==> config.mk <==
export PLATFORM = sky130hd
export DESIGN_NAME = rgbstr_source
export DESIGN_NICKNAME = d
export VERILOG_FILES = /design/src/rtl/rgbstr_pkg.sv /design/src/rtl/rgbstr_timing.sv /design/src/rtl/rgbstr_source.sv
export SDC_FILE = /design/constraint.sdc
export NUM_CORES = 1
export LEC_CHECK = 0
export CAP_MARGIN = 25
export CORE_MARGIN = 3
export CORE_UTILIZATION = 62
export CTS_CLUSTER_DIAMETER = 50
export DETAILED_ROUTE_END_ITERATION = 10
export DONT_BUFFER_PORTS = 1
export MAX_ROUTING_LAYER = met4
export PLACE_DENSITY_LB_ADDON = 0.15
export SETUP_SLACK_MARGIN = 0.5
export SYNTH_ARGS = -nofsm -noshare
export SYNTH_HDL_FRONTEND = slang
export SYNTH_SLANG_ARGS = --single-unit
export TNS_END_PERCENT = 100
==> constraint.sdc <==
create_clock -name px_clk -period 2.1 [get_ports px_clk]
set_clock_uncertainty 0.2 [all_clocks]
set_input_delay 0.42 -clock px_clk [delete_from_list [all_inputs] [get_ports px_clk]]
set_output_delay 0.42 -clock px_clk [all_outputs]
set_load 0.03 [all_outputs]
==> src/rtl/rgbstr_pkg.sv <==
// rgbstr_pkg: the RGB stream word shared by every pixel-pipeline stage.
// It holds the word width, field bit positions, default 640x480@60 timing
// and a packing helper.
// Optional build macro used by the stream source: RGBSTR_TESTPAT_EN.
package rgbstr_pkg;

    // Stream word layout: [25] HS, [24] VS, [23] Active, [22:13] XC, [12:3] YC, [2:0] RGB
    localparam int STR_W      = 26;
    localparam int STR_HS     = 25;
    localparam int STR_VS     = 24;
    localparam int STR_ACTIVE = 23;
    localparam int STR_XC_HI  = 22;
    localparam int STR_XC_LO  = 13;
    localparam int STR_YC_HI  = 12;
    localparam int STR_YC_LO  = 3;
    localparam int STR_RGB_HI = 2;
    localparam int STR_RGB_LO = 0;
    localparam int STR_VGA_HI = 25;
    localparam int STR_VGA_LO = 3;

    // Coordinate counters are 10 bits, so neither total may exceed 1024
    localparam int CNT_W         = 10;
    localparam int CNT_MAX_TOTAL = 1024;

    // Default VGA 640x480@60 timing
    localparam int DEF_H_ACTIVE = 640;
    localparam int DEF_H_FP     = 16;
    localparam int DEF_H_SYNC   = 96;
    localparam int DEF_H_BP     = 48;
    localparam int DEF_V_ACTIVE = 480;
    localparam int DEF_V_FP     = 10;
    localparam int DEF_V_SYNC   = 2;
    localparam int DEF_V_BP     = 33;

    // Field order matches the bit layout above (MSB first)
    typedef struct packed {
        logic             hs;
        logic             vs;
        logic             active;
        logic [CNT_W-1:0] xc;
        logic [CNT_W-1:0] yc;
        logic [2:0]       rgb;
    } rgbstr_t;

    // Assemble a flat stream word from its fields
    function automatic logic [STR_W-1:0] rgbstr_pack(
        input logic             hs,
        input logic             vs,
        input logic             active,
        input logic [CNT_W-1:0] xc,
        input logic [CNT_W-1:0] yc,
        input logic [2:0]       rgb
    );
        rgbstr_t w;
        w.hs     = hs;
        w.vs     = vs;
        w.active = active;
        w.xc     = xc;
        w.yc     = yc;
        w.rgb    = rgb;
        return w;
    endfunction

endpackage

==> src/rtl/rgbstr_timing.sv <==
// rgbstr_timing: horizontal/vertical pixel counters for the stream source.
// hc runs 0..H_TOTAL-1, and vc advances each time hc wraps.
// Both counters hold while i_en is low.
module rgbstr_timing
    import rgbstr_pkg::*;
#(
    parameter int H_TOTAL = 800,
    parameter int V_TOTAL = 525
) (
    input  logic             i_clk,
    input  logic             i_srst,
    input  logic             i_en,
    output logic [CNT_W-1:0] o_hc,
    output logic [CNT_W-1:0] o_vc
);

    // A total that does not fit the 10-bit counters is a configuration error
    generate
        if (H_TOTAL > CNT_MAX_TOTAL || V_TOTAL > CNT_MAX_TOTAL || H_TOTAL < 1 || V_TOTAL < 1) begin : g_total_check
            $error("rgbstr_timing: H_TOTAL/V_TOTAL must be within 1..1024");
        end
    endgenerate

    localparam logic [CNT_W-1:0] H_LAST = CNT_W'(H_TOTAL - 1);
    localparam logic [CNT_W-1:0] V_LAST = CNT_W'(V_TOTAL - 1);

    logic [CNT_W-1:0] r_hc;
    logic [CNT_W-1:0] r_vc;

    // Advance raster position; a frame end wraps both counters in the same cycle
    always_ff @(posedge i_clk) begin
        if (i_srst) begin
            r_hc <= '0;
            r_vc <= '0;
        end else if (i_en) begin
            if (r_hc == H_LAST) begin
                r_hc <= '0;
                r_vc <= (r_vc == V_LAST) ? '0 : r_vc + 1'b1;
            end else begin
                r_hc <= r_hc + 1'b1;
            end
        end
    end

    assign o_hc = r_hc;
    assign o_vc = r_vc;

endmodule

==> src/rtl/rgbstr_source.sv <==
// rgbstr_source: head of the pixel pipeline. It generates VGA timing and
// emits one registered 26-bit stream word per enabled pixel clock.
// It also drives frame and line strobes that are aligned with the word.
// Build macro RGBSTR_TESTPAT_EN: active RGB becomes eight 64-pixel colour
// bars taken from XC[8:6] instead of color_bg.
module rgbstr_source
    import rgbstr_pkg::*;
#(
    parameter int         H_ACTIVE = DEF_H_ACTIVE,
    parameter int         H_FP     = DEF_H_FP,
    parameter int         H_SYNC   = DEF_H_SYNC,
    parameter int         H_BP     = DEF_H_BP,
    parameter int         V_ACTIVE = DEF_V_ACTIVE,
    parameter int         V_FP     = DEF_V_FP,
    parameter int         V_SYNC   = DEF_V_SYNC,
    parameter int         V_BP     = DEF_V_BP,
    parameter int         SYNC_POL = 0,
    parameter logic [2:0] color_bg = 3'b000
) (
    input  logic             px_clk,
    input  logic             reset,
    input  logic             en,
    output logic [STR_W-1:0] RGBStr_o,
    output logic             frame_o,
    output logic             line_o
);

    localparam int H_TOTAL = H_ACTIVE + H_FP + H_SYNC + H_BP;
    localparam int V_TOTAL = V_ACTIVE + V_FP + V_SYNC + V_BP;

    // Decode bounds use one extra bit so an end value of 1024 cannot alias to 0
    localparam logic [CNT_W:0] H_ACT_END = (CNT_W+1)'(H_ACTIVE);
    localparam logic [CNT_W:0] HS_START  = (CNT_W+1)'(H_ACTIVE + H_FP);
    localparam logic [CNT_W:0] HS_END    = (CNT_W+1)'(H_ACTIVE + H_FP + H_SYNC);
    localparam logic [CNT_W:0] V_ACT_END = (CNT_W+1)'(V_ACTIVE);
    localparam logic [CNT_W:0] VS_START  = (CNT_W+1)'(V_ACTIVE + V_FP);
    localparam logic [CNT_W:0] VS_END    = (CNT_W+1)'(V_ACTIVE + V_FP + V_SYNC);
    localparam logic           SYNC_LVL  = 1'(SYNC_POL);

    logic [CNT_W-1:0] w_hc;
    logic [CNT_W-1:0] w_vc;
    logic [CNT_W:0]   w_hc_x;
    logic [CNT_W:0]   w_vc_x;
    logic             w_active;
    logic             w_hs;
    logic             w_vs;
    logic [2:0]       w_rgb;
    logic [STR_W-1:0] w_word;
    logic [STR_W-1:0] w_idle_word;

    logic [STR_W-1:0] r_str;
    logic             r_frame;
    logic             r_line;

    rgbstr_timing #(
        .H_TOTAL (H_TOTAL),
        .V_TOTAL (V_TOTAL)
    ) u_timing (
        .i_clk  (px_clk),
        .i_srst (reset),
        .i_en   (en),
        .o_hc   (w_hc),
        .o_vc   (w_vc)
    );

    assign w_hc_x = {1'b0, w_hc};
    assign w_vc_x = {1'b0, w_vc};

    assign w_active = (w_hc_x < H_ACT_END) && (w_vc_x < V_ACT_END);
    assign w_hs     = (w_hc_x >= HS_START && w_hc_x < HS_END) ? SYNC_LVL : ~SYNC_LVL;
    assign w_vs     = (w_vc_x >= VS_START && w_vc_x < VS_END) ? SYNC_LVL : ~SYNC_LVL;

    // Per-bit colour select; blanking always carries RGB 0 so downstream stages can pass it through
    generate
        for (genvar gi = 0; gi < 3; gi++) begin : g_rgb
`ifdef RGBSTR_TESTPAT_EN
            assign w_rgb[gi] = w_active & w_hc[6+gi];
`else
            assign w_rgb[gi] = w_active & color_bg[gi];
`endif
        end
    endgenerate

    assign w_word      = rgbstr_pack(w_hs, w_vs, w_active, w_hc, w_vc, w_rgb);
    assign w_idle_word = rgbstr_pack(~SYNC_LVL, ~SYNC_LVL, 1'b0, '0, '0, 3'b000);

    // Register the decoded word; with en low the word holds and strobes drop
    always_ff @(posedge px_clk) begin
        if (reset) begin
            r_str   <= w_idle_word;
            r_frame <= 1'b0;
            r_line  <= 1'b0;
        end else if (en) begin
            r_str   <= w_word;
            r_frame <= (w_hc == '0) && (w_vc == '0);
            r_line  <= (w_hc == '0);
        end else begin
            r_frame <= 1'b0;
            r_line  <= 1'b0;
        end
    end

    assign RGBStr_o = r_str;
    assign frame_o  = r_frame;
    assign line_o   = r_line;

endmodule
==> out/metrics.yaml, run 1 <==
r2r-end: "frame_o$_SDFF_PP0_"
cts.sinks: 45
antenna_found_initial: 0
io-pin-count: 31
fp.dieH_um: 63.1
hold_violations: 0
drtIter0Drc: 106
critPathMaxFanout: 4
synth_area_leaders: "dfxtp_1, mux2i_1, nor2_1"
p_int_w: 0.00101
finalSetupViolCount: 0
avgRoutedWirePerCell_um: 17.6
core_region_area_mm2: 0.00308
crit_type: "register to register"
yosys.area.top_type: "dfxtp_1"
power_frac_comb_pct: 5.0
synth_top_area_share_pct: 44.6
diodes: 0
rows: 20
max-cap-violations: 0
whs_endpoint: "RGBStr_o[3]$_SDFFE_PP0P_"
clk_pin_slew_worst_paths_ps: 120
hp-start: "en"
drtPass1Iterations: 4
gp_congestion: 0.875
r2r_slack_ps: 250
slew_violations: 0
r2r_start: "u_timing.o_hc[0]$_SDFFE_PP0P_"
final_core_util_pct: 79.7
vias: 1683
grt_max_degree: 37
fin_setup_tns_ps: 0
timing.final.crit_share_pct: 88.0
dpl.hpwl_um: 2660
synth_cell_type_count: 42
synth_edf_count: 0
tritoncts: "built"
portBuffers: 0
p_sw_w: 0.000317
grt_pass1_vias: 1635
min_period_ps: 1850
grt_usage_pct: 25.0
yosysSeqAreaShare_pct: 44.6
tightest_slew_ps: 821
syn-instance-count: 219
htreeDepth: 2
ant_nets: 0
ys_ff_latch: 45
ys.flop_type: "dfxtp_1"
via_per_inst: 5.91
reg2regPathDepth: 6
p_seq_share_pct: 65.6
drc: 0
hold_depth: 2
max_freq_mhz: 541
crit_required_ps: 2160
nFillCells: 212
final_nets: 247
cts-root-buf: "clkbuf_4"
critPathLaunchType: "register"
vdd.ir_drop.worst_v: 0.000485
hold_class: "input port to register"
swShare_pct: 23.8
power_leakage_nw: 0.992
endpoint_kind: "register"
pwr-share-clk_pct: 29.5
slew_headroom_pct: 45.3
async_flop_share_pct: 0
drive_gt1_share_pct: 32.0
status: "complete, no violations"
start_util_pct: 65.6
grt_pass1_wl_um: 7730
rsz0062_at_grt: "yes"
cts_made_buffers: 5
syn_area_mm2: 0.00202
crit_arrival_ps: 1910
p_per_area_mw_per_mm2: 543
area.growth.synth_to_final_pct: 21.5
synth_warnings: 0
die-area_mm2: 0.00398
insertion_delay_ps: 350
die_x_um: 63.1
multi_input_area_mm2: 0.00111
seq_area_um2: 948
wl_um: 5020
grt_overflow_total: 0
postSynthAreaPerCell_um2: 9.22
clk_path_buf_depth: 2
## routing by layer
| layer | part of all wire (%) | global-route usage [%] |
|---|---|---|
| met1 | 42 | 30.7 |
| met4 | 0.84 | 7.44 |
| met2 | 50 | 38.9 |
| met5 | 0 | - |
| met3 | 7.2 | 8.56 |
## stage by stage
stage          power, W  hold WS (ps)  instances  area, um2  setup WS, ps
3_5_place_dp   0.000941           290        249       2000           169
5_1_grt         0.00139          23.1        285       2450           212
3_3_place_gp   0.000940           286        249       2000           197
2_1_floorplan  0.000960           277        221       2060           360
4_1_cts         0.00133          26.8        277       2290           317
6_report        0.00133          48.8        285       2450           251
## sequential cells by signal, summed over array words and instances (netlist names)
| register | cells |
|---|---|
| u_timing.o_hc | 10 |
| line_o | 1 |
| frame_o | 1 |
| RGBStr_o | 23 |
| u_timing.o_vc | 10 |
## power by group through the flow
stage	sequential, W	clock [W]	combinational (W)
3_5_place_dp	0.000900	0	0.0000416
3_3_place_gp	0.000899	0	0.0000408
6_report	0.000872	0.000392	0.0000663
2_1_floorplan	0.000898	0	0.0000623
5_1_grt	0.000874	0.000443	0.0000728
4_1_cts	0.000875	0.000398	0.0000589
## synthesized netlist by cell type, types with 5 or more instances
library cell  instances
nand2_1              11
clkbuf_1              6
nand2b_1              6
dfxtp_1              45
inv_1                 5
mux2i_1              20
a21oi_1              11
nand4_1               6
nor2_1               37
xor2_1                5
xnor2_1               6
nand3_1               7
## worst max-delay path by stage
stage               depth (start not counted)                     startpoint                       endpoint  slack [ps]
floorplan                                   6  u_timing.o_hc[0]$_SDFFE_PP0P_  u_timing.o_vc[8]$_SDFFE_PP0P_         360
global placement                            6  u_timing.o_hc[0]$_SDFFE_PP0P_             frame_o$_SDFF_PP0_         200
finish                                      6  u_timing.o_hc[0]$_SDFFE_PP0P_             frame_o$_SDFF_PP0_         250
global route                                6  u_timing.o_hc[0]$_SDFFE_PP0P_             frame_o$_SDFF_PP0_         210
detailed placement                          6  u_timing.o_hc[0]$_SDFFE_PP0P_             frame_o$_SDFF_PP0_         170
CTS                                         6  u_timing.o_hc[0]$_SDFFE_PP0P_             frame_o$_SDFF_PP0_         320
## layout make-up
class	count	share of cell area (%)
clock buffers	6	1.68
clock inverters	2	0.408
inverters	5	0.765
multi-input cells	153	45.5
flip-flops and latches	45	38.7
well taps	44	2.24
repair buffers	30	10.8
## critical path, stage by stage (launching register included)
cell and delay (ps):
dfxtp_4 380, inv_1 80, ha_1 170, nor4b_2 260, nand3_1 180, nor4_4 250
nor4b_4 250
## timing repair
item	in CTS	in global routing
endpoints found under the hold margin	29	0
setup endpoints to repair	20	42
pin swaps	6	8
hold buffers	10	0
resized for setup	27	29
buffers inserted	10	8
## cells by family after synthesis
family                     after synthesis  synth area share [%]
other                                    1                 0.186
buffers and inverters                   23                  6.63
muxes                                   20                  9.92
AOI/OAI and AO/OA                       21                  6.14
adders and majority gates                4                  2.48
xor gates and xnor gates                11                  4.77
DFF                                     45                  44.6
and+or+nand+nor                         94                  25.2
## placed cells by master (no fill, tap or decap), drive strengths merged, types with 2 or more instances in the layout
cell	Yosys	layout
and3	4	4
or4	2	2
nor3	3	3
o31ai	3	3
nand4b	2	2
nor4b	2	2
a21oi	11	11
nor2	37	37
nor4	4	4
o211ai	2	2
mux2i	20	20
and2b	2	2
buf	10	20
nand3	7	7
nand2	11	11
or2	2	2
ha	4	4
nand2b	6	6
xnor2	6	6
dlygate4sd3	0	9
inv	5	5
o21ai	3	3
xor2	5	5
clkbuf	7	6
nand4	7	7
conb	1	3
clkinv	0	2
dfxtp	45	45
No activity file was read; power rests on OpenSTA's default activity.
==> run 2, diff against run 1 <==
--- a/config.mk
+++ b/config.mk
@@ -7,10 +7,9 @@
 export LEC_CHECK = 0
 export CAP_MARGIN = 25
 export CORE_MARGIN = 3
-export CORE_UTILIZATION = 62
+export CORE_UTILIZATION = 53
 export CTS_CLUSTER_DIAMETER = 50
 export DETAILED_ROUTE_END_ITERATION = 10
-export DONT_BUFFER_PORTS = 1
 export MAX_ROUTING_LAYER = met4
 export PLACE_DENSITY_LB_ADDON = 0.15
 export SETUP_SLACK_MARGIN = 0.5
==> out/metrics.yaml, run 2 (same netlist as run 1, synthesis figures left out) <==
tritoncts: "built"
power_leakage_nw: 1.13
vdd.ir_drop.worst_v: 0.000372
r2r_slack_ps: 310
r2r-end: "u_timing.o_vc[4]$_SDFFE_PP0P_"
hold_depth: 2
grt_max_degree: 33
p_int_w: 0.00113
ant_nets: 0
via_per_inst: 5.65
portBuffers: 27
grt_pass1_wl_um: 8100
clk_pin_slew_worst_paths_ps: 80
wl_um: 5350
finalSetupViolCount: 0
drc: 0
drive_gt1_share_pct: 42.5
cts_hold_buffers: 0
whs_endpoint: "RGBStr_o[23]$_SDFFE_PP0P_"
avgRoutedWirePerCell_um: 16.7
start_util_pct: 57.8
fin_area_mm2: 0.00282
diodes: 0
endpoint_kind: "register"
min_period_ps: 1790
die_x_um: 67.7
hold_violations: 0
io-pin-count: 31
dpl.hpwl_um: 3060
core_region_area_mm2: 0.00349
max-cap-violations: 0
timing.final.crit_share_pct: 85.5
crit_required_ps: 2140
reg2regPathDepth: 5
insertion_delay_ps: 300
slew_violations: 0
rsz0062_at_grt: "yes"
layout_commonest_cell: "nor2_1"
die-area_mm2: 0.00458
cp_cell_sequence: "ha_4 > and4_4 > nand4_4 > or4b_4 > a21oi_2"
largest_reg_flops: 23
cts_made_buffers: 5
grt_pass1_vias: 1667
vias: 1814
nFillCells: 210
rows: 21
status: "complete, no violations"
htreeDepth: 2
antenna_found_initial: 0
grt_overflow_total: 0
placed_cell_area_mm2: 0.00237
cts.sinks: 45
crit_type: "register to register"
r2r_start: "u_timing.o_hc[1]$_SDFFE_PP0P_"
critPathLaunchType: "register"
drtIter0Drc: 143
area.growth.synth_to_final_pct: 39.7
cts-root-buf: "clkbuf_8"
power_frac_comb_pct: 7.7
p_seq_share_pct: 57.8
final_core_util_pct: 80.7
final_nets: 281
cp_top_family: "simple AND/OR/NAND/NOR gates"
clk_path_buf_depth: 2
gp_congestion: 0.827
hold_class: "register to register"
most-common-layout-cells: "nor2_1, buf_4, dfxtp_1, mux2i_1, clkdlybuf4s15_2"
critPathMaxFanout: 5
cpMaxStageDelayCell: "or4b_4"
cp_num_buf_inv: 0
p_sw_w: 0.000356
grt_usage_pct: 24.5
p_per_area_mw_per_mm2: 529
fin_total_pwr_w: 0.00149
hp-start: "RGBStr_o[23]$_SDFFE_PP0P_"
fin_setup_tns_ps: 0
fp.dieH_um: 67.7
crit_arrival_ps: 1830
max_freq_mhz: 557
drtPass1Iterations: 4
crit_path_max_incr_delay_ps: 510
swShare_pct: 23.9
pwr-share-clk_pct: 34.5
## run 2: cell types whose count changed in the layout (fill, tap and decap cells not counted), moves of 5 or more
cell             previous run  this run
clkdlybuf4s15_2             0        19
buf_4                      17        33
dfxtp_1                    21        31
dfxtp_2                    17         8
dlygate4sd3_1               9         0
buf_2                       0         5
clkbuf_4                    5         0
clkbuf_8                    0         5
## run 2: worst max path at each step
stage,start,endpoint,cells past startpoint
2_1_floorplan,u_timing.o_hc[0]$_SDFFE_PP0P_,u_timing.o_vc[8]$_SDFFE_PP0P_,6
3_3_place_gp,en,frame_o$_SDFF_PP0_,5
3_5_place_dp,en,u_timing.o_vc[4]$_SDFFE_PP0P_,5
4_1_cts,u_timing.o_hc[1]$_SDFFE_PP0P_,u_timing.o_vc[4]$_SDFFE_PP0P_,5
5_1_grt,u_timing.o_hc[1]$_SDFFE_PP0P_,u_timing.o_vc[4]$_SDFFE_PP0P_,5
6_report,u_timing.o_hc[1]$_SDFFE_PP0P_,u_timing.o_vc[4]$_SDFFE_PP0P_,5
## run 2: power by group through the flow
stage / clock, W / combinational, W / sequential (W)
after floorplan: 0 / 0.0000623 / 0.000898
after global placement: 0 / 0.0000951 / 0.000887
after detailed placement: 0 / 0.0000962 / 0.000888
after CTS: 0.000519 / 0.000104 / 0.000861
after global routing: 0.000551 / 0.000123 / 0.000863
final: 0.000514 / 0.000115 / 0.000861
## run 2: what timing repair did
action / CTS / global route
pin swaps: 9 / 16
endpoints found under the setup margin: 48 / 29
gates resized for setup: 101 / 45
setup buffers: 18 / 4
## run 2: routing by layer
| layer | wire [um] | up-vias | global-route usage, % |
|---|---|---|---|
| li1 | - | 861 | - |
| met2 | 2570 | 75 | 36.9 |
| met4 | 161 | 0 | 10.6 |
| met3 | 336 | 18 | 6.49 |
| met5 | 0 | - | - |
| met1 | 2280 | 860 | 30.8 |
## run 2: tightest hold or removal path, cell delays in order (launching register included)
cell	delay, ps
dfxtp_1	320
nand2b_1	60
a21oi_1	60
## run 2: area by class of cell
cell class | instances | area, um2 | share of cell area, %
clock buffer | 6 | 72.6 | 2.57
tap | 46 | 57.6 | 2.04
inverter | 5 | 23.8 | 0.843
clock inverter | 2 | 10.0 | 0.355
timing repair buffer | 64 | 554 | 19.7
multi-input combinational | 153 | 1170 | 41.4
sequential | 45 | 933 | 33.1
## run 2: metrics by stage
stage | std cells | hold slack (ps) | setup slack (ps)
2_1_floorplan | 221 | 277 | 360
3_3_place_gp | 291 | 266 | -93.6
5_1_grt | 321 | 315 | 264
4_1_cts | 317 | 290 | 352
6_report | 321 | 284 | 305
3_5_place_dp | 291 | 275 | -119
==> run 3, diff against run 2 <==
--- a/config.mk
+++ b/config.mk
@@ -13,6 +13,7 @@
 export MAX_ROUTING_LAYER = met4
 export PLACE_DENSITY_LB_ADDON = 0.15
 export SETUP_SLACK_MARGIN = 0.5
+export SKIP_LAST_GASP = 1
 export SYNTH_ARGS = -nofsm -noshare
 export SYNTH_HDL_FRONTEND = slang
 export SYNTH_SLANG_ARGS = --single-unit
==> results of run 3 <==
No change in the layout: final DEF, timing and power equal those of run 2.
